File: src/rtl/mips_pkg.sv
// Shared encodings for the multicycle MIPS core: controller states,
// opcode and funct fields, and ALU operation codes.
package mips_pkg;

   typedef logic [3:0] state_t;

   // Controller states; FETCH must stay at zero.
   localparam logic [3:0] FETCH   = 4'd0;
   localparam logic [3:0] DECODE  = 4'd1;
   localparam logic [3:0] MEMADR  = 4'd2;
   localparam logic [3:0] MEMRD   = 4'd3;
   localparam logic [3:0] MEMWB   = 4'd4;
   localparam logic [3:0] MEMWR   = 4'd5;
   localparam logic [3:0] RTYPEEX = 4'd6;
   localparam logic [3:0] RTYPEWB = 4'd7;
   localparam logic [3:0] BEQEX   = 4'd8;
   localparam logic [3:0] ITYPEEX = 4'd9;
   localparam logic [3:0] ITYPEWB = 4'd10;
   localparam logic [3:0] JEX     = 4'd11;

   // Opcodes, instruction bits [31:26]
   localparam logic [5:0] OP_R    = 6'b000000;
   localparam logic [5:0] OP_LW   = 6'b100011;
   localparam logic [5:0] OP_SW   = 6'b101011;
   localparam logic [5:0] OP_BEQ  = 6'b000100;
   localparam logic [5:0] OP_ADDI = 6'b001000;
   localparam logic [5:0] OP_ORI  = 6'b001101;
   localparam logic [5:0] OP_J    = 6'b000010;

   // R-type funct field, instruction bits [5:0]
   localparam logic [5:0] FN_ADD  = 6'b100000;
   localparam logic [5:0] FN_SUB  = 6'b100010;
   localparam logic [5:0] FN_AND  = 6'b100100;
   localparam logic [5:0] FN_OR   = 6'b100101;
   localparam logic [5:0] FN_SLT  = 6'b101010;
   localparam logic [5:0] FN_SLL  = 6'b000000;
   localparam logic [5:0] FN_SRL  = 6'b000010;

   // ALU operation codes
   localparam logic [2:0] ALU_AND = 3'b000;
   localparam logic [2:0] ALU_OR  = 3'b001;
   localparam logic [2:0] ALU_ADD = 3'b010;
   localparam logic [2:0] ALU_SLL = 3'b011;
   localparam logic [2:0] ALU_SRL = 3'b100;
   localparam logic [2:0] ALU_SUB = 3'b110;
   localparam logic [2:0] ALU_SLT = 3'b111;

endpackage

File: src/rtl/mips_aludec.sv
// R-type funct decoder: maps the funct field onto an ALU operation and
// flags functs the core does not implement.
module mips_aludec
   import mips_pkg::*;
(
   input  logic [5:0] funct,
   output logic [2:0] alucontrol,
   output logic       valid
);

   // Unknown functs decode to AND with valid low; the controller then
   // skips the register write-back.
   always_comb begin
      alucontrol = ALU_AND;
      valid      = 1'b1;
      case (funct)
         FN_ADD:  alucontrol = ALU_ADD;
         FN_SUB:  alucontrol = ALU_SUB;
         FN_AND:  alucontrol = ALU_AND;
         FN_OR:   alucontrol = ALU_OR;
         FN_SLT:  alucontrol = ALU_SLT;
         FN_SLL:  alucontrol = ALU_SLL;
         FN_SRL:  alucontrol = ALU_SRL;
         default: valid      = 1'b0;
      endcase
   end

endmodule

File: src/rtl/mips_controller.sv
// Multicycle MIPS control unit: Moore FSM driving datapath selects and
// write enables from the instruction register's op/funct fields.
//
// state   | meaning
// --------+-----------------------------------------------------------
// FETCH   | read instruction at PC into IR, PC <= PC + 1
// DECODE  | branch target (PC + imm) into ALUOut, dispatch on op
// MEMADR  | effective address A + imm into ALUOut
// MEMRD   | read memory at ALUOut into MDR
// MEMWB   | write MDR to rt
// MEMWR   | write B to memory at ALUOut
// RTYPEEX | A op B according to funct
// RTYPEWB | write ALUOut to rd, ALU setup held from RTYPEEX
// BEQEX   | A - B, load PC from ALUOut when zero
// ITYPEEX | A add/or imm
// ITYPEWB | write ALUOut to rt, ALU setup held from ITYPEEX
// JEX     | load PC with jump target
module mips_controller
   import mips_pkg::*;
(
   input  logic       clk,
   input  logic       reset,
   input  logic [5:0] op,
   input  logic [5:0] funct,
   output logic       alusrca,
   output logic [1:0] alusrcb,
   output logic       pcwrite,
   output logic       pcwriteCond,
   output logic [1:0] pcsource,
   output logic       memtoreg,
   output logic       regdst,
   output logic       iord,
   output logic       regwrite,
   output logic       irwrite,
   output logic       memwrite,
   output logic [2:0] alucontrol,
   output logic [3:0] state_o
);

   logic [3:0] state;
   logic [3:0] state_next;
   logic [2:0] funct_alu;
   logic       funct_ok;
   logic [2:0] itype_alu;

   mips_aludec u_aludec (
      .funct      (funct),
      .alucontrol (funct_alu),
      .valid      (funct_ok)
   );

   assign itype_alu = (op == OP_ORI) ? ALU_OR : ALU_ADD;
   assign state_o   = state;

   // State register; reset returns to FETCH on the next edge.
   always_ff @(posedge clk) begin
      if (reset) begin
         state <= FETCH;
      end else begin
         state <= state_next;
      end
   end

   // Next-state selection; illegal opcodes and unknown functs fall back
   // to FETCH before any architectural write.
   always_comb begin
      state_next = FETCH;
      case (state)
         FETCH:   state_next = DECODE;
         DECODE: begin
            case (op)
               OP_LW, OP_SW:     state_next = MEMADR;
               OP_R:             state_next = RTYPEEX;
               OP_BEQ:           state_next = BEQEX;
               OP_ADDI, OP_ORI:  state_next = ITYPEEX;
               OP_J:             state_next = JEX;
               default:          state_next = FETCH;
            endcase
         end
         MEMADR:  state_next = (op == OP_LW) ? MEMRD : MEMWR;
         MEMRD:   state_next = MEMWB;
         RTYPEEX: state_next = funct_ok ? RTYPEWB : FETCH;
         ITYPEEX: state_next = ITYPEWB;
         default: state_next = FETCH;
      endcase
   end

   // Output decode; during reset the FETCH setup is presented with all
   // write enables suppressed.
   always_comb begin
      alusrca     = 1'b0;
      alusrcb     = 2'b00;
      pcwrite     = 1'b0;
      pcwriteCond = 1'b0;
      pcsource    = 2'b00;
      memtoreg    = 1'b0;
      regdst      = 1'b0;
      iord        = 1'b0;
      regwrite    = 1'b0;
      irwrite     = 1'b0;
      memwrite    = 1'b0;
      alucontrol  = ALU_AND;
      case (reset ? FETCH : state)
         FETCH: begin
            irwrite    = 1'b1;
            alusrcb    = 2'b01;
            alucontrol = ALU_ADD;
            pcwrite    = 1'b1;
         end
         DECODE: begin
            alusrcb    = 2'b10;
            alucontrol = ALU_ADD;
         end
         MEMADR: begin
            alusrca    = 1'b1;
            alusrcb    = 2'b10;
            alucontrol = ALU_ADD;
         end
         MEMRD: begin
            iord = 1'b1;
         end
         MEMWB: begin
            memtoreg = 1'b1;
            regwrite = 1'b1;
         end
         MEMWR: begin
            iord     = 1'b1;
            memwrite = 1'b1;
         end
         RTYPEEX: begin
            alusrca    = 1'b1;
            alucontrol = funct_alu;
         end
         RTYPEWB: begin
            alusrca    = 1'b1;
            alucontrol = funct_alu;
            regdst     = 1'b1;
            regwrite   = 1'b1;
         end
         BEQEX: begin
            alusrca     = 1'b1;
            alucontrol  = ALU_SUB;
            pcwriteCond = 1'b1;
            pcsource    = 2'b01;
         end
         ITYPEEX: begin
            alusrca    = 1'b1;
            alusrcb    = 2'b10;
            alucontrol = itype_alu;
         end
         ITYPEWB: begin
            alusrca    = 1'b1;
            alusrcb    = 2'b10;
            alucontrol = itype_alu;
            regwrite   = 1'b1;
         end
         JEX: begin
            pcsource = 2'b10;
            pcwrite  = 1'b1;
         end
         default: begin
         end
      endcase
      if (reset) begin
         pcwrite     = 1'b0;
         pcwriteCond = 1'b0;
         irwrite     = 1'b0;
         regwrite    = 1'b0;
         memwrite    = 1'b0;
      end
   end

endmodule
File: config.mk
export PLATFORM = sky130hd
export DESIGN_NAME = mips_controller
export DESIGN_NICKNAME = d
export VERILOG_FILES = /design/src/rtl/mips_pkg.sv /design/src/rtl/mips_aludec.sv /design/src/rtl/mips_controller.sv
export SDC_FILE = /design/constraint.sdc
export NUM_CORES = 1
export LEC_CHECK = 0
export BUFFER_PORTS_ARGS = -buffer_cell sky130_fd_sc_hd__buf_2
export CORE_UTILIZATION = 50
export CTS_BUF_LIST = sky130_fd_sc_hd__clkbuf_4 sky130_fd_sc_hd__clkbuf_8
export CTS_CLUSTER_DIAMETER = 40
export CTS_CLUSTER_SIZE = 16
export DETAILED_ROUTE_END_ITERATION = 10
export PLACE_DENSITY = 0.86
export SLEW_MARGIN = 20
export SYNTH_ARGS = -nofsm -noshare
export SYNTH_HDL_FRONTEND = slang
export SYNTH_SLANG_ARGS = --single-unit
File: constraint.sdc
create_clock -name clk -period 2.4 [get_ports clk]
set_clock_uncertainty 0.1 [all_clocks]
set_input_delay 0.36 -clock clk [delete_from_list [all_inputs] [get_ports clk]]
set_output_delay 0.36 -clock clk [all_outputs]
set_load 0.02 [all_outputs]
==> results.json, run 1 <==
{
  "synth.area.top_cells": "dfxtp_1 12%, nor2_1 6.6%, buf_2 5.9%, nor3_1 5.1%, xnor2_1 3.8%",
  "drive_gt1_share_pct": 35.7,
  "seqPwrFrac_pct": 28.3,
  "crit_path_start_kind": "flop",
  "status": "completed",
  "slew_violations": 0,
  "netSwitchingPower_uw": 105,
  "final_nets": 145,
  "wirelength_um": 1790,
  "cts_tree": "yes",
  "clk_latency_ns": 0.24,
  "grt_pass1_vias": 608,
  "synthFlopType": "dfxtp_1",
  "syn_area_per_cell_um2": 6.84,
  "ys_warn_count": 0,
  "grtUsageTotal_pct": 24.2,
  "first_pass_iters": 4,
  "largest_reg_flops": 4,
  "ant_nets": 0,
  "clock_sinks": 4,
  "setup_viol": 0,
  "worst_slack_ns": 0.159,
  "p_int_uw": 169,
  "timing.max_slew.rel_slack_pct": 73.5,
  "p_leak_nw": 0.389,
  "rsz0062_at_grt": "false",
  "ys_seq_area_share_pct": 11.7,
  "hold_path.class": "in -> reg",
  "async_flop_share_pct": 0,
  "yosys.area.top_type": "dfxtp_1",
  "fin_util_pct": 72.3,
  "gp_congestion": 0.787,
  "synth_edf_count": 0,
  "worstMarginPinSlew_ns": 0.397,
  "grt_pass1_wl_um": 2550,
  "min_period_ns": 2.24,
  "final.setup.tns_ns": 0,
  "numCtsBuffers": 3,
  "synth_most_common_cell": "nor2_1",
  "num_rows": 12,
  "ys_top_cells_by_count": "12 x nor2_1, 8 x buf_2, 7 x nor3_1, 6 x nand2_1, 5 x a21oi_1",
  "maxCapViolCount": 0,
  "postSynthCellCount": 100,
  "synth_seq_cells": 4,
  "die_h_um": 39.0,
  "irDropWorstVdd_uv": 428,
  "required_ns": 1.94,
  "cts-root-buf": "clkbuf_4",
  "ios": 34,
  "dp_slack_ns": 0.403,
  "post_cts_buffers": 0,
  "p_per_area_mw_per_mm2": 320,
  "cp_max_fo": 8,
  "grt_max_degree": 21,
  "cts-resized-gates": 0,
  "dieArea_mm2": 0.00152,
  "core-area_mm2": 0.00119,
  "antenna_found_initial": 0,
  "drt_iter0_drc": 22,
  "crit_path_end_kind": "output port",
  "power.share.clock_pct": 31.7,
  "area_delta_synth_final_pct": 25.2,
  "dp.cells": 140,
  "cp.arrival_ns": 1.78,
  "portBuffers": 33,
  "synth_top_area_share_pct": 11.7,
  "vias": 857,
  "avgViaCountPerCell": 5.99,
  "nFillCells": 109,
  "start_util_pct": 57.7,
  "h-tree-depth": 1,
  "cts.clk_slew.worst_paths_ns": 0.04,
  "hold_viol_final": 0,
  "cts_hold_buf": 0,
  "max_freq_ghz": 0.446,
  "dieWidth_um": 39.0,
  "antenna_cells": 0,
  "layout.cells.non_filler": 143,
  "synthesis.area_um2": 684,
  "hpwl_um": 1380,
  "cts_buffer_depth": 2,
  "post-route-period-util_pct": 93.4,
  "grt-ovfl-total": 0,
  "wl_per_cell_um": 12.5,
  "swShare_pct": 38.3,
  "worst-setup-path-type": "reg -> out",
  "combPwrFrac_pct": 40.0,
  "synthDistinctLibCells": 42,
  "syn_nets": 114,
  "drc_errors": 0
}
-- cells in the final DEF, fill, tap and decap left out, types with 2 or more instances in the layout --
cell / instances
buf_4: 4
xnor2_1: 3
a21o_1: 3
nand2b_1: 3
or3b_1: 2
a211o_1: 2
a41o_1: 2
buf_2: 33
nand2_1: 6
o21ai_1: 2
nand3_1: 4
dfxtp_1: 4
a31oi_1: 2
a21oi_1: 5
a211oi_1: 2
o21ai_0: 4
clkbuf_4: 3
o31ai_1: 2
nor4_1: 4
nor3_1: 7
nor2_1: 12
-- through the flow --
step | area [µm²] | hold slack (ns) | total power, mW
after floorplan | 684 | 0.482 | 0.154
after global placement | 835 | 0.597 | 0.184
after detailed placement | 835 | 0.608 | 0.187
after CTS | 857 | 0.381 | 0.277
after global routing | 857 | 0.414 | 0.291
final | 857 | 0.387 | 0.274
-- worst max-delay path, stage by stage (launching register included) --
cell	delay (ns)
dfxtp_1	0.45
or3b_1	0.42
nor3b_2	0.29
a31oi_1	0.15
o21ai_2	0.07
buf_2	0.17
-- cell families after synthesis --
group                      count (synthesis)  share of synthesized area [%]
xor gates and xnor gates                   4                           5.12
DFF                                        4                           11.7
AOI/OAI and AO/OA                         31                           31.4
buffers and inverters                     12                           9.69
adders and majority gates                  1                           1.65
and+or+nand+nor                           48                           40.4
-- cell type report --
cell class / count / area [µm²] / area share [%]
tap: 14 / 17.5 / 2.04
timing repair buffer: 37 / 195 / 22.8
multi-input combinational: 84 / 538 / 62.8
clock buffer: 3 / 22.5 / 2.63
inverter: 1 / 3.75 / 0.438
sequential: 4 / 80.1 / 9.34
-- metal layers --
| layer | part of all wire, % | GRT usage, % |
|---|---|---|
| met1 | 45 | 29.3 |
| met2 | 48 | 42.9 |
| met3 | 4.9 | 1.16 |
| met4 | 1.3 | 11.2 |
| met5 | 0 | 0 |
-- worst paths after layout --
check	from	endpoint	slack, ns	cells past startpoint
setup / recovery	state_o[2]$_SDFF_PP0_	alucontrol[1]	0.16	5
hold / removal	op[1]	state_o[3]$_SDFF_PP0_	0.39	3
setup reg to reg	state_o[0]$_SDFF_PP0_	state_o[0]$_SDFF_PP0_	0.87	4
hold reg to reg	state_o[3]$_SDFF_PP0_	state_o[1]$_SDFF_PP0_	0.61	3
-- power by group through the flow --
| stage | combinational [mW] | sequential, mW | clock, mW |
|---|---|---|---|
| CTS | 0.109 | 0.0777 | 0.0904 |
| floorplan | 0.0784 | 0.0757 | 0 |
| global route | 0.119 | 0.0783 | 0.0938 |
| detailed placement | 0.109 | 0.0787 | 0 |
| global placement | 0.105 | 0.0783 | 0 |
| finish | 0.110 | 0.0777 | 0.0869 |
(Power assumes the default switching activity.)
==> run 2: changes to the inputs <==
--- a/config.mk
+++ b/config.mk
@@ -11,6 +11,7 @@
 export CTS_CLUSTER_DIAMETER = 40
 export CTS_CLUSTER_SIZE = 16
 export DETAILED_ROUTE_END_ITERATION = 10
+export GPL_TIMING_DRIVEN = 0
 export PLACE_DENSITY = 0.86
 export SLEW_MARGIN = 20
 export SYNTH_ARGS = -nofsm -noshare
==> run 2 against run 1 <==
  * Global-route usage grew 3.5 points
  * Wire length up 8.6%
  * Setup slack better by 0.079 ns
  * Final cell count rose by 2.1%
  * Clock power down 4.9%
  * Largest power group unchanged
  * Die area did not move
  * Sequential power decreased by 7.9%
  * Power hardly changed
  * Sequential cell count is the same
==> results.json, run 2 (synthesized netlist as in run 1, its figures left out) <==
{
  "crit_path_end_kind": "output port",
  "worst-setup-path-type": "reg -> out",
  "maxCapViolCount": 0,
  "h-tree-depth": 1,
  "cts.clk_slew.worst_paths_ns": 0.04,
  "cp-startpoint": "state_o[2]$_SDFF_PP0_",
  "portBuffers": 29,
  "max_freq_ghz": 0.463,
  "cts-resized-gates": 0,
  "ant_nets": 0,
  "grt-ovfl-total": 0,
  "cts-root-buf": "clkbuf_4",
  "cts_hold_buf": 0,
  "avgViaCountPerCell": 6.12,
  "drc_errors": 0,
  "area_delta_synth_final_pct": 27.1,
  "rsz0062_at_grt": "false",
  "p_leak_nw": 0.403,
  "dieWidth_um": 39.0,
  "cp_max_fo": 8,
  "timing.max_slew.rel_slack_pct": 67.1,
  "antenna_cells": 0,
  "clock_sinks": 4,
  "post_cts_buffers": 0,
  "cts_buffer_depth": 2,
  "slew_violations": 0,
  "dp.cells": 143,
  "cts_tree": "yes",
  "mostFrequentLayoutCell": "buf_2",
  "first_pass_iters": 4,
  "irDropWorstVdd_uv": 303,
  "ios": 34,
  "min_period_ns": 2.16,
  "vias": 893,
  "gp_congestion": 0.840,
  "hold_path.class": "in -> reg",
  "drt_iter0_drc": 46,
  "num_rows": 12,
  "status": "completed",
  "grt_pass1_wl_um": 2950,
  "setup_viol": 0,
  "numCtsBuffers": 3,
  "required_ns": 1.94,
  "grt_max_degree": 11,
  "grt_pass1_vias": 731,
  "clk_latency_ns": 0.23,
  "mostFrequentLayoutCells": "37 x buf_2, 12 x nor2_1, 7 x nor3_1, 6 x nand2_1, 5 x a21oi_1",
  "final.setup.tns_ns": 0,
  "die_h_um": 39.0,
  "wl_per_cell_um": 13.3,
  "reg2reg_from": "state_o[2]$_SDFF_PP0_",
  "r2r_slack_ns": 1.02,
  "hold_start": "op[0]",
  "final_nets": 148,
  "power.total_uw": 274,
  "antenna_found_initial": 0,
  "dieArea_mm2": 0.00152,
  "hold_viol_final": 0,
  "cp.arrival_ns": 1.70,
  "crit_path_start_kind": "flop",
  "grtUsageTotal_pct": 27.7,
  "core-area_mm2": 0.00119,
  "layout.cells.non_filler": 146,
  "drive_gt1_share_pct": 36.4,
  "worstMarginPinSlew_ns": 0.493,
  "p_per_area_mw_per_mm2": 315,
  "post-route-period-util_pct": 90.1,
  "wirelength_um": 1950,
  "largest_reg_flops": 4,
  "hpwl_um": 1460,
  "start_util_pct": 57.7
}
[run 2: metal layers]
metal	global-route usage, %	routed length [µm]
met2	46.7	933
met5	0	0
met1	33.6	853
met4	12.1	34
met3	5.20	126
[run 2: report_power, final]
part	total, mW	internal [mW]	switching [mW]	leakage [nW]
sequential	0.0716	0.0697	0.00190	0.0326
clock	0.0826	0.0559	0.0268	0.0138
combinational	0.120	0.0456	0.0743	0.357
[run 2: critical path: stages, from the launching register on]
cell,delay (ns)
dfxtp_1,0.42
or3b_1,0.41
nor3b_2,0.27
a31oi_1,0.13
o21ai_2,0.07
buf_2,0.16
[run 2: area by class of cell]
type | count | area (µm²)
Sequential cell | 4 | 80.1
Tap cell | 14 | 17.5
Buffer | 11 | 62.6
Multi-Input combinational cell | 84 | 538
Inverter | 1 | 3.75
Fill cell | 108 | 317
Timing Repair Buffer | 29 | 145
Clock buffer | 3 | 22.5
[run 2: per-stage QoR]
step,utilization (%),cell area [µm²],setup slack (ns),hold WS [ns]
final,73.3,870,0.238,0.375
after global routing,73.3,870,0.140,0.389
after floorplan,-,684,0.206,0.482
after global placement,71.4,847,0.483,0.601
after CTS,73.3,870,0.239,0.362
after detailed placement,71.4,847,0.463,0.611
[run 2: path summary, 6_finish.rpt]
check / end / cells past startpoint
max: alucontrol[1] / 5
max reg2reg: state_o[0]$_SDFF_PP0_ / 4
min reg2reg: state_o[1]$_SDFF_PP0_ / 3
min: state_o[3]$_SDFF_PP0_ / 3
